--- src/rtl/tree_node_pkg.sv ---
// Shared types and constants for the tree_node_dispatch hierarchy node.
package tree_node_pkg;

  typedef enum logic {
    IDLE = 1'b0,
    HOLD = 1'b1
  } tree_node_state_e;

  localparam int CNT_W = 4;

  // Index width for a child select; never narrower than one bit.
  function automatic int idx_w(input int n);
    return (n < 2) ? 1 : $clog2(n);
  endfunction

endpackage

--- src/rtl/tree_node_dispatch_if.sv ---
// Upstream request, child fan-out and status bundle of one tree_node_dispatch node.
interface tree_node_dispatch_if #(
  parameter int NUM_CHILDREN = 10,
  parameter int DATA_W       = 32
);
  localparam int IDX_W = tree_node_pkg::idx_w(NUM_CHILDREN);
  localparam int CNT_W = tree_node_pkg::CNT_W;

  logic                          in_valid;
  logic                          in_ready;
  logic [DATA_W-1:0]             in_data;
  logic [IDX_W-1:0]              in_dest;
  logic [NUM_CHILDREN-1:0]       out_valid;
  logic [NUM_CHILDREN-1:0]       out_ready;
  logic [DATA_W-1:0]             out_data;
  logic [NUM_CHILDREN-1:0]       child_done;
  logic [NUM_CHILDREN*CNT_W-1:0] outstanding;
  logic                          busy;
  logic                          err_dest;
  logic                          err_underflow;

  modport master (
    output in_valid, in_data, in_dest, out_ready, child_done,
    input  in_ready, out_valid, out_data, outstanding, busy, err_dest, err_underflow
  );

  modport slave (
    input  in_valid, in_data, in_dest, out_ready, child_done,
    output in_ready, out_valid, out_data, outstanding, busy, err_dest, err_underflow
  );

endinterface

--- src/rtl/tree_node_credit.sv ---
// Per-child in-flight counter: +1 on handshake, -1 on completion, with full flag
// and an underflow pulse when a completion arrives at count zero.
module tree_node_credit
  import tree_node_pkg::*;
#(
  parameter int MAX_OUTSTANDING = 4
) (
  input  logic             clk,
  input  logic             rst,
  input  logic             inc_i,
  input  logic             dec_i,
  output logic [CNT_W-1:0] cnt_o,
  output logic             full_o,
  output logic             underflow_o
);

  logic [CNT_W-1:0] cnt_q, cnt_d;

  // NOTE: every signal written in always_comb gets a default first, so no path leaves it unassigned and no latch is inferred.
  always_comb begin
    cnt_d       = cnt_q;
    underflow_o = 1'b0;
    unique case ({inc_i, dec_i})
      2'b10: if (cnt_q != '1) cnt_d = cnt_q + CNT_W'(1);
      2'b01: begin
        if (cnt_q == '0) underflow_o = 1'b1;
        else             cnt_d = cnt_q - CNT_W'(1);
      end
      default: ;
    endcase
  end

  // NOTE: sequential state uses non-blocking assignments so all flops update together at the edge.
  always_ff @(posedge clk) begin
    if (rst) cnt_q <= '0;
    else     cnt_q <= cnt_d;
  end

  assign cnt_o  = cnt_q;
  assign full_o = (cnt_q >= CNT_W'(MAX_OUTSTANDING));

endmodule

--- src/rtl/tree_node_dispatch.sv ---
// Hierarchy node: one-stage holding register fanning a request stream out to
// NUM_CHILDREN credit-limited children. Define TREE_NODE_RR_MODE_EN for round-robin dispatch.
module tree_node_dispatch
  import tree_node_pkg::*;
#(
  parameter int NUM_CHILDREN    = 10,
  parameter int DATA_W          = 32,
  parameter int MAX_OUTSTANDING = 4
) (
  input  logic                 clk,
  input  logic                 rst,
  tree_node_dispatch_if.slave  bus
);

  localparam int IDX_W = idx_w(NUM_CHILDREN);

  tree_node_state_e              state_q, state_d;
  logic [IDX_W-1:0]              dest_q, dest_d, load_dest;
  logic [DATA_W-1:0]             data_q, data_d;
  logic                          err_dest_q, err_dest_d;
  logic                          err_uf_q, err_uf_d;
  logic [NUM_CHILDREN-1:0]       full, inc, underflow, valid_vec;
  logic [NUM_CHILDREN*CNT_W-1:0] cnt_flat;
  logic                          handshake, accept, in_ready, dest_ok;

  for (genvar i = 0; i < NUM_CHILDREN; i++) begin : g_child
    tree_node_credit #(
      .MAX_OUTSTANDING(MAX_OUTSTANDING)
    ) u_credit (
      .clk        (clk),
      .rst        (rst),
      .inc_i      (inc[i]),
      .dec_i      (bus.child_done[i]),
      .cnt_o      (cnt_flat[i*CNT_W +: CNT_W]),
      .full_o     (full[i]),
      .underflow_o(underflow[i])
    );
  end

  // A held request is offered only while its child has credit left.
  always_comb begin
    valid_vec = '0;
    if (state_q == HOLD) valid_vec[dest_q] = ~full[dest_q];
  end

  assign inc       = valid_vec & bus.out_ready;
  assign handshake = |inc;

`ifdef TREE_NODE_RR_MODE_EN
  logic [IDX_W-1:0] rr_ptr_q, rr_ptr_d, rr_pick;
  logic             unused_dest;
  int               rr_idx;

  assign unused_dest = ^bus.in_dest;

  // First non-full child after the last-served one, wrapping around.
  always_comb begin
    rr_pick = rr_ptr_q;
    rr_idx  = 0;
    for (int k = NUM_CHILDREN; k >= 1; k--) begin
      rr_idx = int'(rr_ptr_q) + k;
      if (rr_idx >= NUM_CHILDREN) rr_idx = rr_idx - NUM_CHILDREN;
      if (!full[IDX_W'(rr_idx)]) rr_pick = IDX_W'(rr_idx);
    end
  end
`endif

  always_comb begin
    state_d    = state_q;
    dest_d     = dest_q;
    data_d     = data_q;
    err_dest_d = 1'b0;
    in_ready   = (state_q == IDLE) || handshake;
`ifdef TREE_NODE_RR_MODE_EN
    rr_ptr_d   = rr_ptr_q;
    in_ready   = in_ready && !(&full);
    dest_ok    = 1'b1;
    load_dest  = rr_pick;
`else
    dest_ok    = int'(bus.in_dest) < NUM_CHILDREN;
    load_dest  = bus.in_dest;
`endif
    accept = bus.in_valid && in_ready;

    if (handshake) state_d = IDLE;
    if (accept) begin
      if (dest_ok) begin
        state_d = HOLD;
        dest_d  = load_dest;
        data_d  = bus.in_data;
`ifdef TREE_NODE_RR_MODE_EN
        rr_ptr_d = load_dest;
`endif
      end else begin
        err_dest_d = 1'b1;
      end
    end

    err_uf_d = err_uf_q || (|underflow);
  end

  always_ff @(posedge clk) begin
    if (rst) begin
      state_q    <= IDLE;
      dest_q     <= '0;
      data_q     <= '0;
      err_dest_q <= 1'b0;
      err_uf_q   <= 1'b0;
`ifdef TREE_NODE_RR_MODE_EN
      rr_ptr_q   <= IDX_W'(NUM_CHILDREN - 1);
`endif
    end else begin
      state_q    <= state_d;
      dest_q     <= dest_d;
      data_q     <= data_d;
      err_dest_q <= err_dest_d;
      err_uf_q   <= err_uf_d;
`ifdef TREE_NODE_RR_MODE_EN
      rr_ptr_q   <= rr_ptr_d;
`endif
    end
  end

  assign bus.in_ready      = in_ready;
  assign bus.out_valid     = valid_vec;
  assign bus.out_data      = data_q;
  assign bus.outstanding   = cnt_flat;
  assign bus.busy          = (state_q == HOLD) || (|cnt_flat);
  assign bus.err_dest      = err_dest_q;
  assign bus.err_underflow = err_uf_q;

endmodule

--- src/flat_wrapper.sv ---
// flat-port wrapper written by rule: the top's interface ports become plain ports
module tree_node_dispatch_flat import tree_node_pkg::*;
#(
  parameter int NUM_CHILDREN    = 10,
  parameter int DATA_W          = 32,
  parameter int MAX_OUTSTANDING = 4
)
  (clk, rst, bus_in_valid, bus_in_data, bus_in_dest, bus_out_ready, bus_child_done, bus_in_ready, bus_out_valid, bus_out_data, bus_outstanding, bus_busy, bus_err_dest, bus_err_underflow);
  tree_node_dispatch_if #(.NUM_CHILDREN(NUM_CHILDREN), .DATA_W(DATA_W)) bus_i ();
  input  logic clk;
  input  logic rst;
  input wire logic [$bits(bus_i.in_valid)-1:0] bus_in_valid;
  input wire logic [$bits(bus_i.in_data)-1:0] bus_in_data;
  input wire logic [$bits(bus_i.in_dest)-1:0] bus_in_dest;
  input wire logic [$bits(bus_i.out_ready)-1:0] bus_out_ready;
  input wire logic [$bits(bus_i.child_done)-1:0] bus_child_done;
  output wire logic [$bits(bus_i.in_ready)-1:0] bus_in_ready;
  output wire logic [$bits(bus_i.out_valid)-1:0] bus_out_valid;
  output wire logic [$bits(bus_i.out_data)-1:0] bus_out_data;
  output wire logic [$bits(bus_i.outstanding)-1:0] bus_outstanding;
  output wire logic [$bits(bus_i.busy)-1:0] bus_busy;
  output wire logic [$bits(bus_i.err_dest)-1:0] bus_err_dest;
  output wire logic [$bits(bus_i.err_underflow)-1:0] bus_err_underflow;
  assign bus_i.in_valid = bus_in_valid;
  assign bus_i.in_data = bus_in_data;
  assign bus_i.in_dest = bus_in_dest;
  assign bus_i.out_ready = bus_out_ready;
  assign bus_i.child_done = bus_child_done;
  assign bus_in_ready = bus_i.in_ready;
  assign bus_out_valid = bus_i.out_valid;
  assign bus_out_data = bus_i.out_data;
  assign bus_outstanding = bus_i.outstanding;
  assign bus_busy = bus_i.busy;
  assign bus_err_dest = bus_i.err_dest;
  assign bus_err_underflow = bus_i.err_underflow;
  tree_node_dispatch #(.NUM_CHILDREN(NUM_CHILDREN), .DATA_W(DATA_W), .MAX_OUTSTANDING(MAX_OUTSTANDING)) u_core (.clk(clk), .rst(rst), .bus(bus_i));
endmodule
--- config.mk ---
export PLATFORM = sky130hd
export DESIGN_NAME = tree_node_dispatch_flat
export DESIGN_NICKNAME = d
export VERILOG_FILES = /design/src/rtl/tree_node_pkg.sv /design/src/rtl/tree_node_dispatch_if.sv /design/src/rtl/tree_node_credit.sv /design/src/rtl/tree_node_dispatch.sv /design/src/flat_wrapper.sv
export SDC_FILE = /design/constraint.sdc
export NUM_CORES = 1
export LEC_CHECK = 0
export BUFFER_PORTS_ARGS = -buffer_cell sky130_fd_sc_hd__buf_2
export CELL_PAD_IN_SITES_DETAIL_PLACEMENT = 0
export CELL_PAD_IN_SITES_GLOBAL_PLACEMENT = 1
export CORE_MARGIN = 4
export CORE_UTILIZATION = 29
export DETAILED_ROUTE_END_ITERATION = 7
export PLACE_DENSITY_LB_ADDON = 0.1
export SLEW_MARGIN = 20
export SYNTH_ARGS = -nofsm -noshare
export SYNTH_HDL_FRONTEND = slang
export SYNTH_HIERARCHICAL = 1
export SYNTH_SLANG_ARGS = --single-unit
--- constraint.sdc ---
create_clock -name clk -period 6.6 [get_ports clk]
set_clock_uncertainty 0.05 [all_clocks]
set_input_delay 0.66 -clock clk [delete_from_list [all_inputs] [get_ports clk]]
set_output_delay 0.66 -clock clk [all_outputs]
set_load 0.02 [all_outputs]
**Word level (Yosys, flattened, before mapping)**

Cells that the tools add are included.

- Reductions and logical operators: 40
- Bitwise gates (word level): 5
- Add/subtract/negate cells: 20
- Eq/ne operators: 50
- Multiplexer cells: 59
- Order comparisons: 13

Operators by type and width:

| operator | number |
|---|---|
| 4-bit two-way mux | 20 |
| 4-bit case mux with 2 select lines | 10 |
| 4-bit by 1-bit adder with 4-bit output (second input constant) | 10 |
| 4-bit by 3-bit greater-or-equal comparator with 1-bit output (second input constant) | 10 |
| 4-bit zero test | 10 |
| 2-bit != test (second input constant) | 20 |
| 4-bit != test (second input constant) | 10 |
| 40-bit OR reduction | 1 |
| 4-bit by 1-bit subtractor with 4-bit output (second input constant) | 10 |
| 3-bit AND reduction | 10 |
| 1-bit two-way mux | 26 |
| 10-bit bitwise AND | 2 |
| 2-bit by 1-bit equality test with 1-bit output (second input constant) | 10 |
| 2-bit equality test (second input constant) | 10 |
| 2-bit nonzero test | 10 |
| 10-bit OR reduction | 2 |
| 10-bit two-way mux | 1 |
| 4-bit by 5-bit less-than comparator with 1-bit output (second input constant) | 1 |
| 1-bit binary-select mux with 4-bit select | 1 |
| 1-bit demux with 4-bit select | 1 |
| 4-bit by 1-bit greater-or-equal comparator with 1-bit output (second input constant) | 1 |
| 4-bit less-than comparator (second input constant) | 1 |
| 1-bit logical OR | 3 |
| 1-bit NOT | 3 |
| 3 further kinds | 4 |

- Register bits after elaboration: 79
- Word-level logic and storage cells: 202
- Input bits: 59

**Depth between registers and ports, before layout**

- Depth in word-level cells: 12
- Mapped depth: 11

**Cells and area by module**

Netlist, hierarchy kept.

Modules (own cells, without submodules):

| module | sequential area each (µm²) | times used | cells an instance | area each (µm²) |
|---|---|---|---|---|
| tree_node_credit | 80.1 | 10 | 39 | 322.8 |
| tree_node_dispatch | 780.7 | 1 | 245 | 2062.0 |

**Least setup slack after synthesis**

OpenSTA, ideal clock, no wires.

- Path type: reg2reg
- Start: register u_core.g_child[1].u_credit.cnt_q[2]
- End: register u_core.g_child[1].u_credit.cnt_q[2]
- Cell stages (with the launch flop): 11
- Buffers on the path: 1
- Required time: 6.427 ns
- Arrival time: 3.085 ns
- Slack: 3.341 ns
- Path through: dfxtp_1 > buf_6 > or2_2 > nor4b_1 > and2_1 > nand2b_1 > xnor2_1 > ha_1 > and3b_1 > a32oi_1 > mux2_1

- Cells in the longest elaborated chain, start to end: 10
- Elaborated cells between the ends (all ways): 20

RTL lines:

| element | RTL line | text |
|---|---|---|
| start, declared | tree_node_credit.sv:17 | `logic [CNT_W-1:0] cnt_q, cnt_d;` |
| start signal, assigned | tree_node_credit.sv:36 | `else cnt_q <= cnt_d;` |
| 4-bit by 3-bit greater-or-equal comparator with 1-bit output * | tree_node_credit.sv:40 | `assign full_o = (cnt_q >= CNT_W'(MAX_OUTSTANDING));` |
| named net u_core.full[1] | tree_node_dispatch.sv:22 | `logic [NUM_CHILDREN-1:0] full, inc, underflow, valid_vec;` |
| 1-bit binary-select mux with 4-bit select * | tree_node_dispatch.sv:43 | `if (state_q == HOLD) valid_vec[dest_q] = ~full[dest_q];` |
| 1-bit two-way mux (not written as such) * | tree_node_dispatch.sv:43 |  |
| 1-bit NOT * | tree_node_dispatch.sv:43 |  |
| 10-bit bitwise AND (no source line) * | - |  |
| 10-bit two-way mux * | tree_node_dispatch.sv:43 |  |
| named net bus_out_valid[1] | flat_wrapper.sv:18 | `output wire logic [$bits(bus_i.out_valid)-1:0] bus_out_valid;` |
| 10-bit bitwise AND * | tree_node_dispatch.sv:46 | `assign inc = valid_vec & bus.out_ready;` |
| named net u_core.inc[1] | tree_node_dispatch.sv:22 |  |
| 2-bit by 1-bit equality test with 1-bit output or 2-bit equality test (tied branches) | tree_node_credit.sv:23 | `unique case ({inc_i, dec_i})` |
| 2-bit != test (no source line) or 2-bit nonzero test (tied branches) | - |  |
| 3-bit AND reduction (no source line) | - |  |

Mark *: on every way through the listed nets, which the timed path passes. The rest lies on a longest branch. The select of a mux whose other input is x is not followed.
A chain may end at the register's enable or synchronous reset.

**Worst setup path in the final report**

- Start: register u_core.dest_q[0]
- End: register u_core.data_q[8], in the netlist u_core/bus.out_data[8]

- Cells in the longest elaborated chain, start to end: 11
- Elaborated cells between the ends (all ways): 15

RTL lines:

| element | RTL line | text |
|---|---|---|
| start, declared | tree_node_dispatch.sv:18 | `logic [IDX_W-1:0] dest_q, dest_d, load_dest;` |
| start signal, assigned | tree_node_dispatch.sv:114 | `dest_q <= dest_d;` |
| 4-bit by 5-bit less-than comparator with 1-bit output (not written as such) or 4-bit by 1-bit greater-or-equal comparator with 1-bit output (tied branches) | tree_node_dispatch.sv:43 |  |
| 1-bit logical AND (not written as such) | tree_node_dispatch.sv:43 |  |
| 1-bit two-way mux (not written as such) | tree_node_dispatch.sv:43 |  |
| 1-bit demux with 4-bit select | - |  |
| 10-bit bitwise AND (no source line) * | - |  |
| 10-bit two-way mux * | tree_node_dispatch.sv:43 |  |
| 10-bit bitwise AND * | tree_node_dispatch.sv:46 |  |
| named net u_core.inc[9] | tree_node_dispatch.sv:22 |  |
| 10-bit OR reduction * | tree_node_dispatch.sv:47 | `assign handshake = \|inc;` |
| 1-bit logical OR * | tree_node_dispatch.sv:73 | `in_ready = (state_q == IDLE) \|\| handshake;` |
| 1-bit logical AND * | tree_node_dispatch.sv:83 | `accept = bus.in_valid && in_ready;` |
| 2-bit AND reduction (no source line) * | - |  |
| end signal, assigned | tree_node_dispatch.sv:115 | `data_q <= data_d;` |
| end, declared | tree_node_dispatch.sv:19 | `logic [DATA_W-1:0] data_q, data_d;` |

Marked as above.

==> results.json <==
{
  "synth_edf_count": 0,
  "hpwl_um": 11600,
  "port_buffers": 144,
  "maxCapViolCount": 0,
  "wire_per_inst_um": 16.2,
  "cts_tree": "done",
  "p_leak_uw": 0.00274,
  "yosysMostFrequentCell": "dfxtp_1",
  "status": "complete, no violations",
  "hold_viol": 0,
  "synth-xor-area-share": 0.0166,
  "std_cell_rows": 49,
  "vias": 5207,
  "routabilityCongestion": 0.861,
  "ir_drop_mv": 0.132,
  "drtIter0Drc": 331,
  "max-slew-margin-rel": 0.301,
  "io_pins": 145,
  "synth_area_leaders": "dfxtp_1 (30%), mux2i_1 (6.2%), nand2_1 (4.9%)",
  "clkTransAtPathRegs_ps": 70,
  "dp.cells": 974,
  "cp-end-kind": "register",
  "coreArea_um2": 18000,
  "ys_dominant_reg_cell": "dfxtp_1",
  "muxShareOfSynthArea": 0.0908,
  "clk_latency_ps": 350,
  "cts_buffers": 9,
  "layout.nets": 825,
  "drive_gt1_frac": 0.244,
  "yosysUniqueCellTypes": 49,
  "yosys.area_share.adder": 0.0237,
  "grt_pass1_wl_um": 25200,
  "dieArea_um2": 20500,
  "yosysWarnings": 6,
  "cp.arrival_ps": 3950,
  "finalSetupTns_ps": 0,
  "drc": 0,
  "area_growth_syn_to_layout_pct": 21.3,
  "start_util": 0.294,
  "critPathKind": "reg -> reg",
  "finalNonFillerCells": 993,
  "post_cts_buffers": 0,
  "grt_use_total": 0.153,
  "die_w_um": 143,
  "ant_nets": 0,
  "cp.required_ps": 6820,
  "clockBufferDepth": 2,
  "cts_hold_buf": 0,
  "cts-root-buf": "clkbuf_16",
  "cts_resized": 0,
  "yosysTopAreaCell": "dfxtp_1",
  "min_period_ps": 3730,
  "holdCritPathClass": "reg -> reg",
  "synth_compound_area_frac": 0.157,
  "synth_top_area_frac": 0.299,
  "chipHeight_um": 143,
  "synth_area_um2": 5290,
  "syn_nets": 704,
  "synth_top_family_by_area": "simple AND/OR/NAND/NOR gates",
  "avgViaCountPerCell": 5.24,
  "antenna_found_initial": 6,
  "critPathMaxFanout": 33,
  "rsz0062_at_grt": "no",
  "setup_violations": 0,
  "drt_first_pass_iters": 5,
  "max_freq_ghz": 0.268,
  "power.density_nw_per_um2": 200,
  "synthCells": 635,
  "grt_pass1_vias": 4780,
  "grt_start_max_net_pins": 66,
  "post-route-period-util": 0.566,
  "synth_top_cells_by_count": "dfxtp_1 (79), nand2_1 (69), mux2i_1 (33)",
  "worstMarginPinSlew_ps": 1050,
  "synth_simple_gate_area_frac": 0.351,
  "worst_setup_path_start_kind": "register",
  "wl_um": 16100,
  "ys_ff_latch": 79,
  "syn_area_per_cell_um2": 8.33,
  "htree_levels": 3,
  "clock-sinks": 79,
  "synth_async_sr_flop_share": 0,
  "drv_slew": 0,
  "ys_seq_area_frac": 0.299,
  "gr-total-overflow": 0,
  "p_total_uw": 1280
}
==> placed cells by master, fill, tap and decap left out, drive strengths merged, types with 13 or more instances in the layout <==
cell / instances
buf: 146
dfxtp: 79
nand2: 69
mux2i: 33
nor2b: 32
inv: 28
nor3: 25
nand2b: 21
o211ai: 21
a31oi: 21
and2: 19
a21oi: 18
nor2: 17
nor3b: 16
nand4: 14
nor4: 13
==> metrics by stage <==
step	setup slack [ps]	area, um2	util	hold slack (ps)
floorplan	3340	5290	-	483
global placement	2870	6070	0.338	390
detailed placement	2610	6070	0.338	398
CTS	2590	6400	0.356	410
global route	2560	6410	0.357	423
finish	2870	6410	0.357	408
==> area by class of cell <==
cell class | count | area (um2)
inverters | 23 | 86.3
clock inverters | 7 | 109
clock buffers | 9 | 225
repair buffers | 146 | 736
well taps | 229 | 287
diodes | 3 | 7.51
multi-input cells | 497 | 3380
fillers | 1930 | 11500
flip-flops and latches | 79 | 1580
==> worst paths after layout <==
check | startpoint | end | slack (ps) | cells past startpoint
worst min-delay path | u_core/bus.out_data[10]$_SDFFE_PP0P_ | u_core/bus.out_data[10]$_SDFFE_PP0P_ | 410 | 2
worst min register to register | u_core/bus.out_data[10]$_SDFFE_PP0P_ | u_core/bus.out_data[10]$_SDFFE_PP0P_ | 410 | 2
worst max-delay path | u_core/dest_q[0]$_SDFFE_PP0P_ | u_core/bus.out_data[8]$_SDFFE_PP0P_ | 2870 | 6
worst max register to register | u_core/dest_q[0]$_SDFFE_PP0P_ | u_core/bus.out_data[8]$_SDFFE_PP0P_ | 2870 | 6
==> routing by layer <==
metal,vias to the layer above,global-route usage,routed length (um)
met5,-,0,41
met4,6,0.0405,265
met3,19,0.0626,1330
met2,156,0.236,7290
met1,2417,0.197,7160
li1,2609,-,-
==> sequential cells by signal, indices dropped and copies added (netlist names) <==
| name | flops |
|---|---|
| u_core/bus.err_dest | 1 |
| u_core/bus.err_underflow | 1 |
| u_core/bus.out_data | 32 |
| u_core/g_child.u_credit/cnt_o | 40 |
| u_core/state_q | 1 |
| u_core/dest_q | 4 |
==> critical path, cell delays in order (launching register included) <==
cell      delay, ps
dfxtp_1         770
nor3b_1         400
nor4bb_2        710
or3_1           250
a211o_1         270
and2_2          900
mux2i_1         280
==> cells by family (layout without fill, tap and decap cells) <==
| family | count (synthesis) | in the layout |
|---|---|---|
| compound gates | 119 | 119 |
| xor+xnor | 10 | 10 |
| fa+ha+maj | 10 | 10 |
| buf+inv | 59 | 185 |
| flops | 79 | 79 |
| mux | 45 | 45 |
| other cells | 0 | 3 |
| simple gates | 313 | 313 |
==> where the power goes <==
group          internal [uW]  total, uW  switching, uW
Combinational           77.0        187            110
Clock                    341        578            236
Sequential               495        515           20.7
Total                    913       1280            367
No activity file was read; power rests on OpenSTA's default activity.
